### config.mk
export PLATFORM = sky130hd
export DESIGN_NAME = alu_exec_stage
export DESIGN_NICKNAME = d
export VERILOG_FILES = /design/src/rtl/alu_exec_stage_pkg.sv /design/src/rtl/alu_exec_stage_decode.sv /design/src/rtl/alu_exec_stage.sv
export SDC_FILE = /design/constraint.sdc
export NUM_CORES = 1
export LEC_CHECK = 0
export BUFFER_PORTS_ARGS = -buffer_cell sky130_fd_sc_hd__buf_2
export CAP_MARGIN = 20
export CORE_UTILIZATION = 51
export CTS_CLUSTER_SIZE = 25
export DETAILED_ROUTE_END_ITERATION = 10
export PLACE_DENSITY_LB_ADDON = 0.12
export SYNTH_ARGS = -nofsm -noshare
export SYNTH_HDL_FRONTEND = slang
export SYNTH_SLANG_ARGS = --single-unit
### constraint.sdc
create_clock -name clk -period 4.6 [get_ports clk]
set_input_delay 0.92 -clock clk [delete_from_list [all_inputs] [get_ports clk]]
set_output_delay 0.92 -clock clk [all_outputs]
set_load 0.005 [all_outputs]
### src/rtl/alu_exec_stage_pkg.sv
// Shared opcode constants, ALU select codes and decode control bundle for the
// LC-3b operate-instruction execute stage.
package alu_exec_stage_pkg;

    localparam logic [3:0] OPC_ADD = 4'b0001;
    localparam logic [3:0] OPC_AND = 4'b0101;
    localparam logic [3:0] OPC_XOR = 4'b1001;
    localparam logic [3:0] OPC_SHF = 4'b1101;

    localparam logic [2:0] NZP_RST = 3'b010;

    // Select codes understood by the external ALU mux.
    typedef enum logic [2:0] {
        ALU_ADD   = 3'd0,
        ALU_AND   = 3'd1,
        ALU_NOT   = 3'd2,
        ALU_XOR   = 3'd3,
        ALU_LSHF  = 3'd4,
        ALU_RSHFL = 3'd5,
        ALU_RSHFA = 3'd6,
        ALU_ZERO  = 3'd7
    } alu_op_e;

    typedef struct packed {
        alu_op_e    op;
        logic [3:0] shift;
        logic       use_imm;
        logic       uses_sr2;
        logic       illegal;
    } dec_ctl_t;

    function automatic logic [2:0] nzp_of(input logic msb, input logic is_zero);
        return msb ? 3'b100 : (is_zero ? 3'b010 : 3'b001);
    endfunction

endpackage

### src/rtl/alu_exec_stage_decode.sv
// Combinational decode of an LC-3b operate word into ALU controls, register
// fields and the sign-extended imm5.
module alu_exec_stage_decode
    import alu_exec_stage_pkg::*;
#(
    parameter int DATA_W = 16,
    parameter int RA_W   = 3
) (
    input  logic [15:0]       instr,
    output dec_ctl_t          ctl,
    output logic [DATA_W-1:0] imm_sext,
    output logic [RA_W-1:0]   dr,
    output logic [RA_W-1:0]   sr1,
    output logic [RA_W-1:0]   sr2
);

    assign imm_sext = {{(DATA_W-5){instr[4]}}, instr[4:0]};
    assign dr       = instr[11:9];
    assign sr1      = instr[8:6];
    assign sr2      = instr[2:0];

    always_comb begin
        ctl = '{op: ALU_ZERO, shift: instr[3:0], use_imm: instr[5],
                uses_sr2: 1'b0, illegal: 1'b0};
        case (instr[15:12])
            OPC_ADD: begin
                ctl.op       = ALU_ADD;
                ctl.uses_sr2 = !instr[5];
            end
            OPC_AND: begin
                ctl.op       = ALU_AND;
                ctl.uses_sr2 = !instr[5];
            end
            OPC_XOR: begin
                // XOR with an all-ones immediate is the architectural NOT.
                ctl.op       = (instr[5] && instr[4:0] == 5'b11111) ? ALU_NOT : ALU_XOR;
                ctl.uses_sr2 = !instr[5];
            end
            OPC_SHF: begin
                ctl.use_imm = 1'b1;
                case (instr[5:4])
                    2'b00:   ctl.op = ALU_LSHF;
                    2'b01:   ctl.op = ALU_RSHFL;
                    2'b11:   ctl.op = ALU_RSHFA;
                    default: ctl.illegal = 1'b1;
                endcase
            end
            default: ctl.illegal = 1'b1;
        endcase
    end

endmodule

### src/rtl/alu_exec_stage.sv
// Two-entry execute stage: S1 holds the registered ALU operands, S2 holds the
// captured result awaiting register-file writeback. RAW interlock + forwarding.
module alu_exec_stage
    import alu_exec_stage_pkg::*;
#(
    parameter int DATA_W = 16,
    parameter int RA_W   = 3,
    parameter bit FWD_EN = 1'b1
) (
    input  logic              clk,
    input  logic              reset_n,
    input  logic              in_valid,
    output logic              in_ready,
    input  logic [15:0]       in_instr,
    output logic [RA_W-1:0]   rf_sr1,
    output logic [RA_W-1:0]   rf_sr2,
    input  logic [DATA_W-1:0] rf_sr1_data,
    input  logic [DATA_W-1:0] rf_sr2_data,
    output logic [DATA_W-1:0] alu_in1,
    output logic [DATA_W-1:0] alu_in2,
    output logic [2:0]        alu_op,
    output logic [3:0]        alu_shift,
    input  logic [DATA_W-1:0] alu_out,
    output logic              wb_valid,
    input  logic              wb_ready,
    output logic [RA_W-1:0]   wb_dr,
    output logic [DATA_W-1:0] wb_data,
    output logic [2:0]        cc_nzp,
    output logic              illegal
);

    dec_ctl_t          ctl;
    logic [DATA_W-1:0] imm_sext;
    logic [RA_W-1:0]   dr, sr1, sr2;

    alu_exec_stage_decode #(.DATA_W(DATA_W), .RA_W(RA_W)) u_dec (
        .instr    (in_instr),
        .ctl      (ctl),
        .imm_sext (imm_sext),
        .dr       (dr),
        .sr1      (sr1),
        .sr2      (sr2)
    );

    assign rf_sr1 = sr1;
    assign rf_sr2 = sr2;

    logic            s1_v;
    logic [RA_W-1:0] s1_dr;
    logic            s2_adv, s1_adv;
    logic            hit1_s1, hit2_s1, hit1_s2, hit2_s2, hazard, accept;
    logic [DATA_W-1:0] op1, op2;

    // wb_valid doubles as the S2 valid bit.
    assign s2_adv = !wb_valid || wb_ready;
    assign s1_adv = s1_v && s2_adv;

    assign hit1_s1 = s1_v && (sr1 == s1_dr);
    assign hit2_s1 = s1_v && ctl.uses_sr2 && (sr2 == s1_dr);
    assign hit1_s2 = wb_valid && (sr1 == wb_dr);
    assign hit2_s2 = wb_valid && ctl.uses_sr2 && (sr2 == wb_dr);

    // S1 result is not yet computed, so an S1 match always stalls; an S2 match
    // is either bypassed from wb_data or stalled when forwarding is disabled.
    assign hazard   = !ctl.illegal &&
                      (hit1_s1 || hit2_s1 || (!FWD_EN && (hit1_s2 || hit2_s2)));
    assign in_ready = (!s1_v || s1_adv) && !hazard;
    assign accept   = in_valid && in_ready;

    assign op1 = (FWD_EN && hit1_s2) ? wb_data : rf_sr1_data;
    assign op2 = ctl.use_imm           ? imm_sext :
                 (FWD_EN && hit2_s2)   ? wb_data  : rf_sr2_data;

    always_ff @(posedge clk) begin
        if (!reset_n) begin
            s1_v      <= 1'b0;
            s1_dr     <= '0;
            alu_in1   <= '0;
            alu_in2   <= '0;
            alu_op    <= ALU_ZERO;
            alu_shift <= '0;
            wb_valid  <= 1'b0;
            wb_dr     <= '0;
            wb_data   <= '0;
            cc_nzp    <= NZP_RST;
            illegal   <= 1'b0;
        end else begin
            illegal <= accept && ctl.illegal;

            if (accept && !ctl.illegal) begin
                s1_v      <= 1'b1;
                s1_dr     <= dr;
                alu_in1   <= op1;
                alu_in2   <= op2;
                alu_op    <= ctl.op;
                alu_shift <= ctl.shift;
            end else if (s1_adv) begin
                s1_v <= 1'b0;
            end

            if (s2_adv) begin
                wb_valid <= s1_v;
                if (s1_v) begin
                    wb_data <= alu_out;
                    wb_dr   <= s1_dr;
                end
            end

            if (wb_valid && wb_ready)
                cc_nzp <= nzp_of(wb_data[DATA_W-1], wb_data == '0);
        end
    end

endmodule

# ---- Word level (Yosys, flattened, before mapping)
# Cells that the tools add are included.
dict set report op_classes {
  n_eq_ne 11
  mux 14
  n_reduce_logical 28
}
# operator n
set ops {}
lappend ops {{16-bit two-way mux} 3}
lappend ops {{16-bit zero test} 1}
lappend ops {{1-bit logical AND} 14}
lappend ops {{3-bit equality test} 4}
lappend ops {{3-bit case mux with 4 select lines} 1}
lappend ops {{4-bit equality test (second input constant)} 2}
lappend ops {{1-bit two-way mux} 6}
lappend ops {{2-bit case mux with 3 select lines} 1}
lappend ops {{3-bit OR reduction} 2}
lappend ops {{5-bit equality test (second input constant)} 1}
lappend ops {{1-bit zero test} 5}
lappend ops {{4-bit by 1-bit equality test with 1-bit output (second input constant)} 1}
lappend ops {{4-bit by 3-bit equality test with 1-bit output (second input constant)} 1}
lappend ops {{1-bit logical OR} 3}
lappend ops {{3-bit two-way mux} 1}
lappend ops {{2-bit by 1-bit equality test with 1-bit output (second input constant)} 1}
lappend ops {{2-bit equality test (second input constant)} 1}
lappend ops {{2-bit zero test} 1}
lappend ops {{2-bit two-way mux} 1}
lappend ops {{1-bit case mux with 2 select lines} 1}
lappend ops {{2-bit AND reduction} 1}
lappend ops {{2-bit nonzero test} 1}
dict set report word_totals {
  register_bits 67
  word_cells 64
}

# ---- Depth between registers and ports, before layout
dict set report logic_depth {
  ltp_word 12
  depth_mapped 9
  mapped_depth_nobuf 7
}

# ---- Modules after synthesis
# Synthesis repeated with hierarchy kept, for this count alone.
dict set report unflattened {
  cells_unflattened 432
  area_unflattened_um2 3668.5
}
# module instances cells_per_inst area_each_um2
set modules_own_cells {}
lappend modules_own_cells {alu_exec_stage 1 384 3340.7}
lappend modules_own_cells {alu_exec_stage_decode 1 48 327.8}

# ---- Worst setup path after synthesis
# No wires, ideal clock.
dict set report synth_timing {
  kind {input -> output}
  startpoint {input in_instr[15]}
  endpoint {output in_ready}
  arrival_ns 1.719
  required_time_ns 3.680
  path_slack_ns 1.961
  cell_stages 6
  n_path_buf 1
  cell_sequence {buf_2 a21oi_1 and4_4 nor2_1 nor2_1 o21ai_0}
}
dict set report synth_between {
  elab_chain_cells 9
  elab_cells_between_ends 14
}
# item line_no
set synth_lines {}
lappend synth_lines {{start, declared} alu_exec_stage.sv:14} ;# input logic [15:0] in_instr,
lappend synth_lines {{4-bit by 1-bit equality test with 1-bit output, or another cell as far along} alu_exec_stage_decode.sv:25} ;# case (instr[15:12])
lappend synth_lines {{3-bit OR reduction (no source line)} n/a}
lappend synth_lines {{1-bit two-way mux} n/a}
lappend synth_lines {{1-bit logical AND (2 in series)} alu_exec_stage.sv:59} ;# assign hit2_s1 = s1_v && ctl.uses_sr2 && (sr2 == s1_dr);
lappend synth_lines {{1-bit logical OR} alu_exec_stage.sv:66} ;# (hit1_s1 || hit2_s1 || (!FWD_EN && (hit1_s2 || hit2_s2)));
lappend synth_lines {{1-bit logical AND *} alu_exec_stage.sv:65} ;# assign hazard = !ctl.illegal &&
lappend synth_lines {{1-bit zero test *} alu_exec_stage.sv:67} ;# assign in_ready = (!s1_v || s1_adv) && !hazard;
lappend synth_lines {{1-bit logical AND *} alu_exec_stage.sv:67}
lappend synth_lines {{end, declared} alu_exec_stage.sv:13} ;# output logic in_ready,
# Every way passes the cells marked *; elsewhere a longest branch is shown, timed or not.

# ---- Worst setup path after layout
# Ends and elaborated chain as after synthesis.

==> results.py <==
metrics = {
    "status": {
        "status": "finished clean",
    },
    "sta": {
        "fmax_ghz": 0.3518,
        "slew_viol_final": 0,
        "setup_viol": 0,
        "layout_setup_ws_ps": 1758,
        "slew_headroom": 0.3919,
        "rsz0062_at_grt": "false",
        "hold_viol_final": 0,
        "hold-worst-slack_ps": 471.0,
        "fin_skew_ps": 5.648,
        "fin_crit_sh": 0.6179,
        "worst_slew_pin_slew_ps": 908.2,
        "period_minus_slack_ps": 2842,
        "tns_ps": 0,
    },
    "placed_design": {
        "routabilityCongestion": 0.8258,
        "postPlaceCellArea_um2": 3874,
        "dp_cells": 541,
        "hpwl_um": 6075,
        "detailedPlace.worstSlack_ps": 1528,
        "portBuffers": 137,
    },
    "global_routing": {
        "grt_max_degree": 73,
        "grt_pass1_wl_um": 13050,
        "grt_antenna_before_repair": 0,
        "grt_overflow_total": 0,
        "grt_use_total": 0.2596,
        "grt_pass1_vias": 2694,
    },
    "synthesis": {
        "synthesis.area_um2": 3249,
        "yosysUniqueCellTypes": 42,
        "muxShareOfSynthArea": 0.07085,
        "synth_fa_ha_area_frac": 0.01155,
        "synth_edf_count": 0,
        "synth_ff_type": "dfxtp_1",
        "synthCells": 360,
        "ys_warn_count": 0,
        "synth-simple-area-share": 0.2110,
        "synth_area_per_cell_um2": 9.026,
        "synth_nets": 431,
        "ys_ff_latch": 67,
        "async_flop_share": 0,
        "synth_top_family_by_area": "simple AND/OR/NAND/NOR gates",
        "synth_compound_area_frac": 0.2033,
        "synth-seq-area-share": 0.4128,
        "synth-xor-area-share": 0.03235,
    },
    "worst_setup_path": {
        "max_stage_delay_ps": 280,
        "required_ps": 3680,
        "slowest_stage": "and4_4",
        "critPathLaunchType": "input pin",
        "end_kind": "output port",
        "cpLargestDelayFamily": "simple AND/OR/NAND/NOR gates",
        "cp.arrival_ps": 1920,
        "crit_fanout": 8,
        "crit_chain": "buf_2 > a21oi_1 > and4_4 > nor2_1 > nor2_1 > o21ai_0 > buf_2",
        "worst-path-buf-inv": 2,
        "crit_type": "input pin to output port",
    },
    "job": {
        "cap_violations": 0,
    },
    "hold_path": {
        "holdCritPathClass": "flop to flop",
    },
    "cts": {
        "cts_resized": 0,
        "path_clk_slew_ps": 70,
        "cts_buffer_depth": 2,
        "clock-root-buffer": "clkbuf_8",
        "numCtsBuffers": 9,
        "holdBufCountCts": 0,
        "clk_latency_ps": 330,
        "cts_setup_buffers": 0,
        "cts.sinks": 67,
        "htreeDepth": 3,
        "cts_tree": "yes",
    },
    "pwr": {
        "powerDensity_nw_per_um2": 308.6,
        "p_leak_uw": 0.002039,
        "irDropWorstVdd_mv": 0.2330,
    },
    "floorplanning": {
        "die_area_um2": 6695,
        "die_y_um": 81.82,
        "row_count": 28,
        "core_area_um2": 6026,
        "die_w_um": 81.82,
        "pin_count": 138,
        "start_util": 0.5392,
    },
    "finish": {
        "area_growth_pct": 25.38,
        "mostFrequentLayoutCell": "buf_2",
        "final_area_um2": 4074,
        "drive_above_1_share": 0.3396,
        "final_nets": 548,
        "final_cells": 555,
        "n_antenna_cell": 0,
        "mostFrequentLayoutCells": "buf_2, nand2_1, dfxtp_1",
    },
    "route": {
        "routed_wl_um": 8514,
        "via_per_inst": 5.586,
        "dr.pass1.iters": 4,
        "drt_iter0_drc": 100,
        "wl_per_cell_um": 15.34,
        "route.detailed.drc": 0,
        "ant_nets": 0,
        "vias": 3100,
    },
}
==> flip-flops by register name, summed over array words and instances (netlist names) <==
signal,cells
alu_shift,4
alu_in2,16
wb_data,16
alu_op,3
wb_dr,3
s1_v,1
alu_in1,16
s1_dr,3
wb_valid,1
cc_nzp,3
illegal,1
==> power breakdown <==
part           total, uW  switching (uW)  internal (uW)
Combinational        144            73.8           70.6
Clock                497             209            288
Sequential           615            15.0            600
==> worst min-delay path, cell delays in order (launching register included) <==
cell	delay, ps
dfxtp_1	310
nand2_1	60
o22ai_1	60
==> metal layers <==
| layer | part of all wire | routed length (um) | vias to the layer above | track usage |
|---|---|---|---|---|
| met5 | 0 | 0 | - | 0 |
| met4 | 0.015 | 129 | 0 | 0.1105 |
| met3 | 0.072 | 617 | 12 | 0.05667 |
| met2 | 0.45 | 3840 | 121 | 0.3826 |
| met1 | 0.46 | 3927 | 1436 | 0.3624 |
| li1 | - | - | 1531 | - |
==> cell type report <==
class	instances	area (um2)
fillers	517	1952
multi-input cells	257	1719
flip-flops and latches	67	1341
repair buffers	141	715.7
clock buffers	12	165.2
well taps	75	93.84
clock inverters	2	35.03
inverters	1	3.754
==> per-stage QoR <==
step                utilization  total power [uW]
finish                   0.6761              1257
floorplan                     -             708.1
detailed placement       0.6429             772.5
global route             0.6761              1310
CTS                      0.6761              1268
global placement         0.6429             769.0
==> synthesized netlist by cell type, types with 2 or more instances <==
cell type  count  area [um2]
and4_1         2       17.52
xnor2_1        9       78.83
a21boi_0      20       150.1
buf_2         10       50.05
o211a_1       17       170.2
mux2i_1       23       230.2
nand2_1       74       277.8
nor4_1         4       25.02
nand2b_1       3       18.77
or4_1         16       120.1
clkbuf_1      14       52.55
dfxtp_1       67        1341
ha_1           3       37.54
nor2_1         4       15.01
a21oi_1        3       15.01
o211ai_1       6       45.04
o22ai_1       16       100.1
xor2_1         3       26.28
nand3_1        7       35.03
nand4_1        3       18.77
buf_4          9       67.56
nor2b_1       12       75.07
o31ai_1       16       120.1
==> cell families (layout without fill, tap and decap cells) <==
| family | Yosys count | after routing |
|---|---|---|
| multiplexers | 23 | 23 |
| buffers and inverters | 36 | 156 |
| AND/OR/NAND/NOR | 134 | 134 |
| XOR/XNOR | 12 | 12 |
| adder cells (fa/ha/maj) | 3 | 3 |
| flip-flops | 67 | 67 |
| AO/OA/AOI/OAI | 85 | 85 |
==> path summary, 6_finish.rpt <==
check | start | to | slack [ps] | depth (start not counted)
min reg2reg | alu_in2[15]$_SDFFE_PN0P_ | alu_in2[15]$_SDFFE_PN0P_ | 470 | 2
min | alu_in2[15]$_SDFFE_PN0P_ | alu_in2[15]$_SDFFE_PN0P_ | 470 | 2
max | in_instr[15] | in_ready | 1760 | 7
max reg2reg | s1_dr[0]$_SDFFE_PN0P_ | alu_in2[14]$_SDFFE_PN0P_ | 2460 | 6
(Power assumes the default switching activity.)
